[config.mk]
export PLATFORM = sky130hd
export DESIGN_NAME = blink_ctrl
export DESIGN_NICKNAME = d
export VERILOG_FILES = /design/src/rtl/blink_ctrl.sv
export SDC_FILE = /design/constraint.sdc
export NUM_CORES = 1
export LEC_CHECK = 0
export ABC_AREA = 1
export CAP_MARGIN = 20
export CORE_MARGIN = 2
export CORE_UTILIZATION = 55
export CTS_BUF_LIST = sky130_fd_sc_hd__clkbuf_8
export DETAILED_ROUTE_END_ITERATION = 10
export PLACE_DENSITY = 0.73
export SYNTH_ARGS = -nofsm -noshare
export SYNTH_HDL_FRONTEND = slang
export SYNTH_SLANG_ARGS = --single-unit
[constraint.sdc]
create_clock -name clk12MHz -period 3 [get_ports clk12MHz]
set_clock_uncertainty 0.2 [all_clocks]
set_input_delay 0.9 -clock clk12MHz [delete_from_list [all_inputs] [get_ports clk12MHz]]
set_output_delay 0.9 -clock clk12MHz [all_outputs]
set_load 0.05 [all_outputs]
[src/rtl/blink_ctrl.sv]
// Multi-channel LED blinker: shared tick prescaler and PWM counter, per-channel
// OFF/ON/BLINK/PWM modes, and a single-entry config port applied on tick edges.
module blink_ctrl #(
  parameter int unsigned CLK_HZ   = 12_000_000,
  parameter int unsigned TICK_HZ  = 1000,
  parameter int unsigned CHANNELS = 4,
  parameter int unsigned PWM_BITS = 8,
  parameter int unsigned HP_BITS  = 16
) (
  input  logic                clk12MHz,
  input  logic                rst_n,
  input  logic                cfg_valid,
  output logic                cfg_ready,
  input  logic [3:0]          cfg_chan,
  input  logic [1:0]          cfg_mode,
  input  logic [HP_BITS-1:0]  cfg_half_period,
  input  logic [PWM_BITS-1:0] cfg_duty,
  output logic [CHANNELS-1:0] led,
  output logic                tick
);

  localparam int unsigned DIV   = CLK_HZ / TICK_HZ;
  localparam int unsigned PRE_W = (DIV > 1) ? $clog2(DIV) : 1;

  typedef enum logic [1:0] {
    M_OFF   = 2'd0,
    M_ON    = 2'd1,
    M_BLINK = 2'd2,
    M_PWM   = 2'd3
  } mode_e;

  logic [PRE_W-1:0]    r_pre;
  logic [PRE_W-1:0]    w_pre_nxt;
  logic                r_tick;
  logic [PWM_BITS-1:0] r_pwm;

  logic                r_ready;
  logic                r_pend;
  logic [3:0]          r_p_chan;
  mode_e               r_p_mode;
  logic [HP_BITS-1:0]  r_p_hp;
  logic [PWM_BITS-1:0] r_p_duty;
  logic                w_apply;

  logic [CHANNELS-1:0] w_led_nxt;
  logic [CHANNELS-1:0] r_led;

  assign w_pre_nxt = (r_pre == PRE_W'(DIV - 1)) ? '0 : r_pre + PRE_W'(1);
  assign w_apply   = r_pend && r_tick;

  // Time base: prescaler wraps every DIV clocks; tick marks the last count.
  always_ff @(posedge clk12MHz or negedge rst_n) begin
    if (!rst_n) begin
      r_pre  <= '0;
      r_tick <= 1'b0;
      r_pwm  <= '0;
    end else begin
      r_pre  <= w_pre_nxt;
      r_tick <= (w_pre_nxt == PRE_W'(DIV - 1));
      r_pwm  <= r_pwm + PWM_BITS'(1);
    end
  end

  // Single pending config slot; ready is low from accept until the apply tick.
  always_ff @(posedge clk12MHz or negedge rst_n) begin
    if (!rst_n) begin
      r_ready  <= 1'b1;
      r_pend   <= 1'b0;
      r_p_chan <= '0;
      r_p_mode <= M_OFF;
      r_p_hp   <= '0;
      r_p_duty <= '0;
    end else if (cfg_valid && r_ready) begin
      r_ready  <= 1'b0;
      r_pend   <= 1'b1;
      r_p_chan <= cfg_chan;
      r_p_mode <= mode_e'(cfg_mode);
      r_p_hp   <= cfg_half_period;
      r_p_duty <= cfg_duty;
    end else if (w_apply) begin
      r_ready <= 1'b1;
      r_pend  <= 1'b0;
    end
  end

  for (genvar g = 0; g < CHANNELS; g++) begin : g_ch
    mode_e               r_mode;
    logic [HP_BITS-1:0]  r_hp;
    logic [HP_BITS-1:0]  r_cnt;
    logic [PWM_BITS-1:0] r_duty;
    logic                r_phase;
    logic                w_sel;
    logic [HP_BITS-1:0]  w_lim;

    assign w_sel = w_apply && (r_p_chan == 4'(g));
    // Half-period 0 is treated as 1, so the wrap limit saturates at 0.
    assign w_lim = (r_hp == '0) ? '0 : r_hp - HP_BITS'(1);

    // Channel state: load on apply, otherwise advance the blink counter on ticks.
    always_ff @(posedge clk12MHz or negedge rst_n) begin
      if (!rst_n) begin
        r_mode  <= M_OFF;
        r_hp    <= '0;
        r_cnt   <= '0;
        r_duty  <= '0;
        r_phase <= 1'b0;
      end else if (w_sel) begin
        r_mode  <= r_p_mode;
        r_hp    <= r_p_hp;
        r_duty  <= r_p_duty;
        r_cnt   <= '0;
        r_phase <= 1'b1;
      end else if (r_tick && (r_mode == M_BLINK)) begin
        if (r_cnt == w_lim) begin
          r_cnt   <= '0;
          r_phase <= ~r_phase;
        end else begin
          r_cnt <= r_cnt + HP_BITS'(1);
        end
      end
    end

    // LED function of the current channel state.
    always_comb begin
      w_led_nxt[g] = 1'b0;
      case (r_mode)
        M_OFF:   w_led_nxt[g] = 1'b0;
        M_ON:    w_led_nxt[g] = 1'b1;
        M_BLINK: w_led_nxt[g] = r_phase;
        M_PWM:   w_led_nxt[g] = (r_pwm < r_duty);
        default: w_led_nxt[g] = 1'b0;
      endcase
    end
  end

  // Registered LED drive.
  always_ff @(posedge clk12MHz or negedge rst_n) begin
    if (!rst_n) begin
      r_led <= '0;
    end else begin
      r_led <= w_led_nxt;
    end
  end

  assign led       = r_led;
  assign tick      = r_tick;
  assign cfg_ready = r_ready;

endmodule

==> results.yml <==
status:
  status: "finished, final reports clean"
placement:
  dp_hpwl_microns: 25320
  port_buffers: 38
  gp_congestion: 0.9034
clock_tree:
  numCtsBuffers: 41
  cts_max_path_buffers: 3
  cts.sinks: 231
  cts_tree: "yes"
  htree_levels: 2
  post_cts_buffers: 0
  clkLatencyLatePin_ns: 0.56
  clk_pin_slew_worst_paths_ns: 0.06
  root_buffer: "clkbuf_8"
sta:
  period_share_pct: 96.19
  final.min_clock_period_ns: 2.886
  rsz0062_at_grt: "false"
  holdWs_ns: 0.1123
  maxSlewHeadroom_pct: 43.64
  setup_viol: 0
  worst_pin_slew_ns: 0.8414
  finalMaxSlewViolations: 0
  finalHoldViolCount: 0
  finalSetupTns_ns: 0
  max_freq_mhz: 346.5
die:
  fp.dieW_microns: 162.6
  pin_count: 39
  die_y_microns: 162.6
  rows: 58
  die_area_sq_um: 26450
  start_util_pct: 55.44
  core_area_sq_um: 24960
synth:
  seq_area_frac_synth_pct: 41.78
  synthMuxAreaShare_pct: 2.034
  async_flop_share_pct: 100.0
  synth_top_family_by_area: "simple AND/OR/NAND/NOR gates"
  synthCells: 1836
  synth_nets: 1908
  synth_warnings: 0
  syn_area_sq_um: 13840
  synth.distinct_cells: 43
  synth_adder_area_share_pct: 3.526
  synth_edf_count: 0
  synth_simple_gate_area_share_pct: 31.41
  ys_ff_latch: 231
  synth_ff_type: "dfrtp_1"
  synth-xor-area-share_pct: 2.531
  syn_avg_cell_area_sq_um: 7.538
  synth-compound-area-share_pct: 10.28
power:
  ir_worst_vdd_mv: 0.3248
  power_leakage_nw: 7.421
  pwr_density_cell_nw_per_um2: 395.5
  power_mw: 6.110
detailed_routing:
  drt-initial-drc-count: 850
  wl_per_cell_microns: 15.53
  drc: 0
  vias: 12471
  wirelength_microns: 34920
  ant_nets: 0
  drt-pass1-iter-count: 5
  vias_per_cell: 5.545
  wl_met2_microns: 16370
  dr.max_layer_used: "met4"
  met3_length_microns: 1720
  met1_length_microns: 15850
global_routing:
  antenna_found_initial: 0
  grt_pass1_vias: 11762
  grt_pass1_wl_microns: 57990
  grt_remaining_overflow: 0
  track_usage_pct: 27.08
  grt_max_degree: 67
cells_and_area:
  fill_cells: 2244
  area_growth_pct: 11.61
  drive_above_1_share_pct: 9.119
  final_nets: 1961
  insertedDiodeCount: 0
setup_path:
  crit_buf_inv: 1
  end_kind: "output port"
  crit_family: "buffers and inverters"
  reg2reg_slack_ns: 0.30
  critPathLaunch: "led[3]$_DFF_PN0_"
  r2r-start: "g_ch[2].r_hp[0]$_DFFE_PN0P_"
  cp.required_ns: 1.90
  slowest_stage: "clkdlybuf4s50_1"
  worstSetupPathType: "reg -> out"
  path_cells: "clkdlybuf4s50_1"
  slowest_delay_ns: 0.82
  crit_fanout: 1
  critPathArrivalTime_ns: 1.79
  cp-start-kind: "flop"
worst_hold_path:
  hp-class: "in -> async"
flow_run:
  cap_violations: 0
-- final timing paths --
| path | depth (start not counted) | to |
|---|---|---|
| hold / removal | 1 | g_ch[0].r_cnt[4]$_DFFE_PN0P_ |
| max in group asynchronous | 2 | r_p_hp[5]$_DFFE_PN0P_ |
| setup reg to reg | 15 | g_ch[2].r_phase$_DFFE_PN0P_ |
| setup / recovery | 1 | led[3] |
| min in group clk12MHz | 2 | led[3]$_DFF_PN0_ |
| hold reg to reg | 2 | led[3]$_DFF_PN0_ |
-- repair_timing --
item | in CTS | in global routing
resized for setup | 2 | 8
setup endpoints to repair | 2 | 44
gates cloned | 0 | 2
pin swaps | 0 | 2
hold buffers | 0 | 0
-- final cells by class --
class | instances | area [sq um] | share of cell area (%)
Multi-Input combinational cell | 1327 | 6970 | 45.13
Inverter | 227 | 852.1 | 5.516
Clock buffer | 50 | 688.2 | 4.455
Timing Repair Buffer | 61 | 630.6 | 4.083
Sequential cell | 231 | 5782 | 37.43
Clock inverter | 23 | 110.1 | 0.7128
Tap cell | 330 | 412.9 | 2.673
-- state kept, by name (all words and copies together) (netlist names) --
signal and count:
g_ch.r_mode 8, r_pwm 8, r_p_duty 8, g_ch.r_phase 4, r_p_hp 16, r_p_chan 4, tick 1, g_ch.r_duty 32
r_pre 14, led 4, g_ch.r_cnt 64, r_pend 1, r_p_mode 2, g_ch.r_hp 64, cfg_ready 1
-- cells in the final DEF (no fill, tap or decap), drive strengths merged, types with 4 or more instances in the layout --
master         instances
a21oi                 32
nand2                533
nor3                  14
nand3b                 8
o22ai                 43
dfrtp                230
ha                    39
o211ai                 8
xor2                  39
nand4                 70
buf                   24
or2                    4
mux2                  25
inv                  248
nor2                 155
a31oi                  5
clkbuf                50
and2                   4
nor4                  12
o21ai                150
nand3                182
clkdlybuf4s50         35
-- synth_stat cells, types with 13 or more instances --
| cell type | n | area, sq um |
|---|---|---|
| dfrtp_1 | 230 | 5756 |
| mux2_2 | 25 | 281.5 |
| nand2_1 | 520 | 1952 |
| inv_1 | 223 | 837.1 |
| nand3_1 | 177 | 885.9 |
| o21ai_0 | 148 | 740.7 |
| xor2_1 | 39 | 341.6 |
| o22ai_2 | 20 | 250.2 |
| nor2_1 | 137 | 514.2 |
| a21oi_1 | 31 | 155.2 |
| nand4_1 | 70 | 437.9 |
| clkbuf_1 | 23 | 86.33 |
| nor3_1 | 13 | 65.06 |
| nor2_2 | 16 | 100.1 |
| buf_2 | 16 | 80.08 |
| ha_1 | 39 | 488.0 |
| o22ai_1 | 23 | 143.9 |
-- layer usage --
metal  global-route usage, %  vias to the layer above
met4                   9.292                        0
met2                   44.00                      333
met3                   3.514                       67
met1                   37.64                     5926
li1                        -                     6145
met5                       0                        -
-- kinds of logic (layout without fill, tap and decap cells) --
family | count (synthesis) | count (layout)
AO/OA/AOI/OAI | 241 | 241
XOR/XNOR | 40 | 40
adder cells (fa/ha/maj) | 39 | 39
buffers and inverters | 280 | 361
flip-flops | 231 | 231
multiplexers | 25 | 25
AND/OR/NAND/NOR | 980 | 982
-- where the power goes --
| group | leakage, nW | switching (mW) | internal [mW] |
|---|---|---|---|
| Sequential | 3.17 | 0 | 3.12 |
| Combinational | 3.77 | 0.0730 | 0.0494 |
| Clock | 0.481 | 1.35 | 1.52 |
-- through the flow --
step	worst slack [ns]	utilization [%]	std cells	instance area [sq um]
after global placement	0.2638	58.46	2174	14590
after global routing	0.008839	61.87	2249	15450
after CTS	0.1011	61.64	2247	15390
after detailed placement	0.1411	58.46	2174	14590
final	0.1144	61.87	2249	15450
after floorplan	0.6366	-	1836	13840
Note: power is estimated with default switching activity, not from simulation.
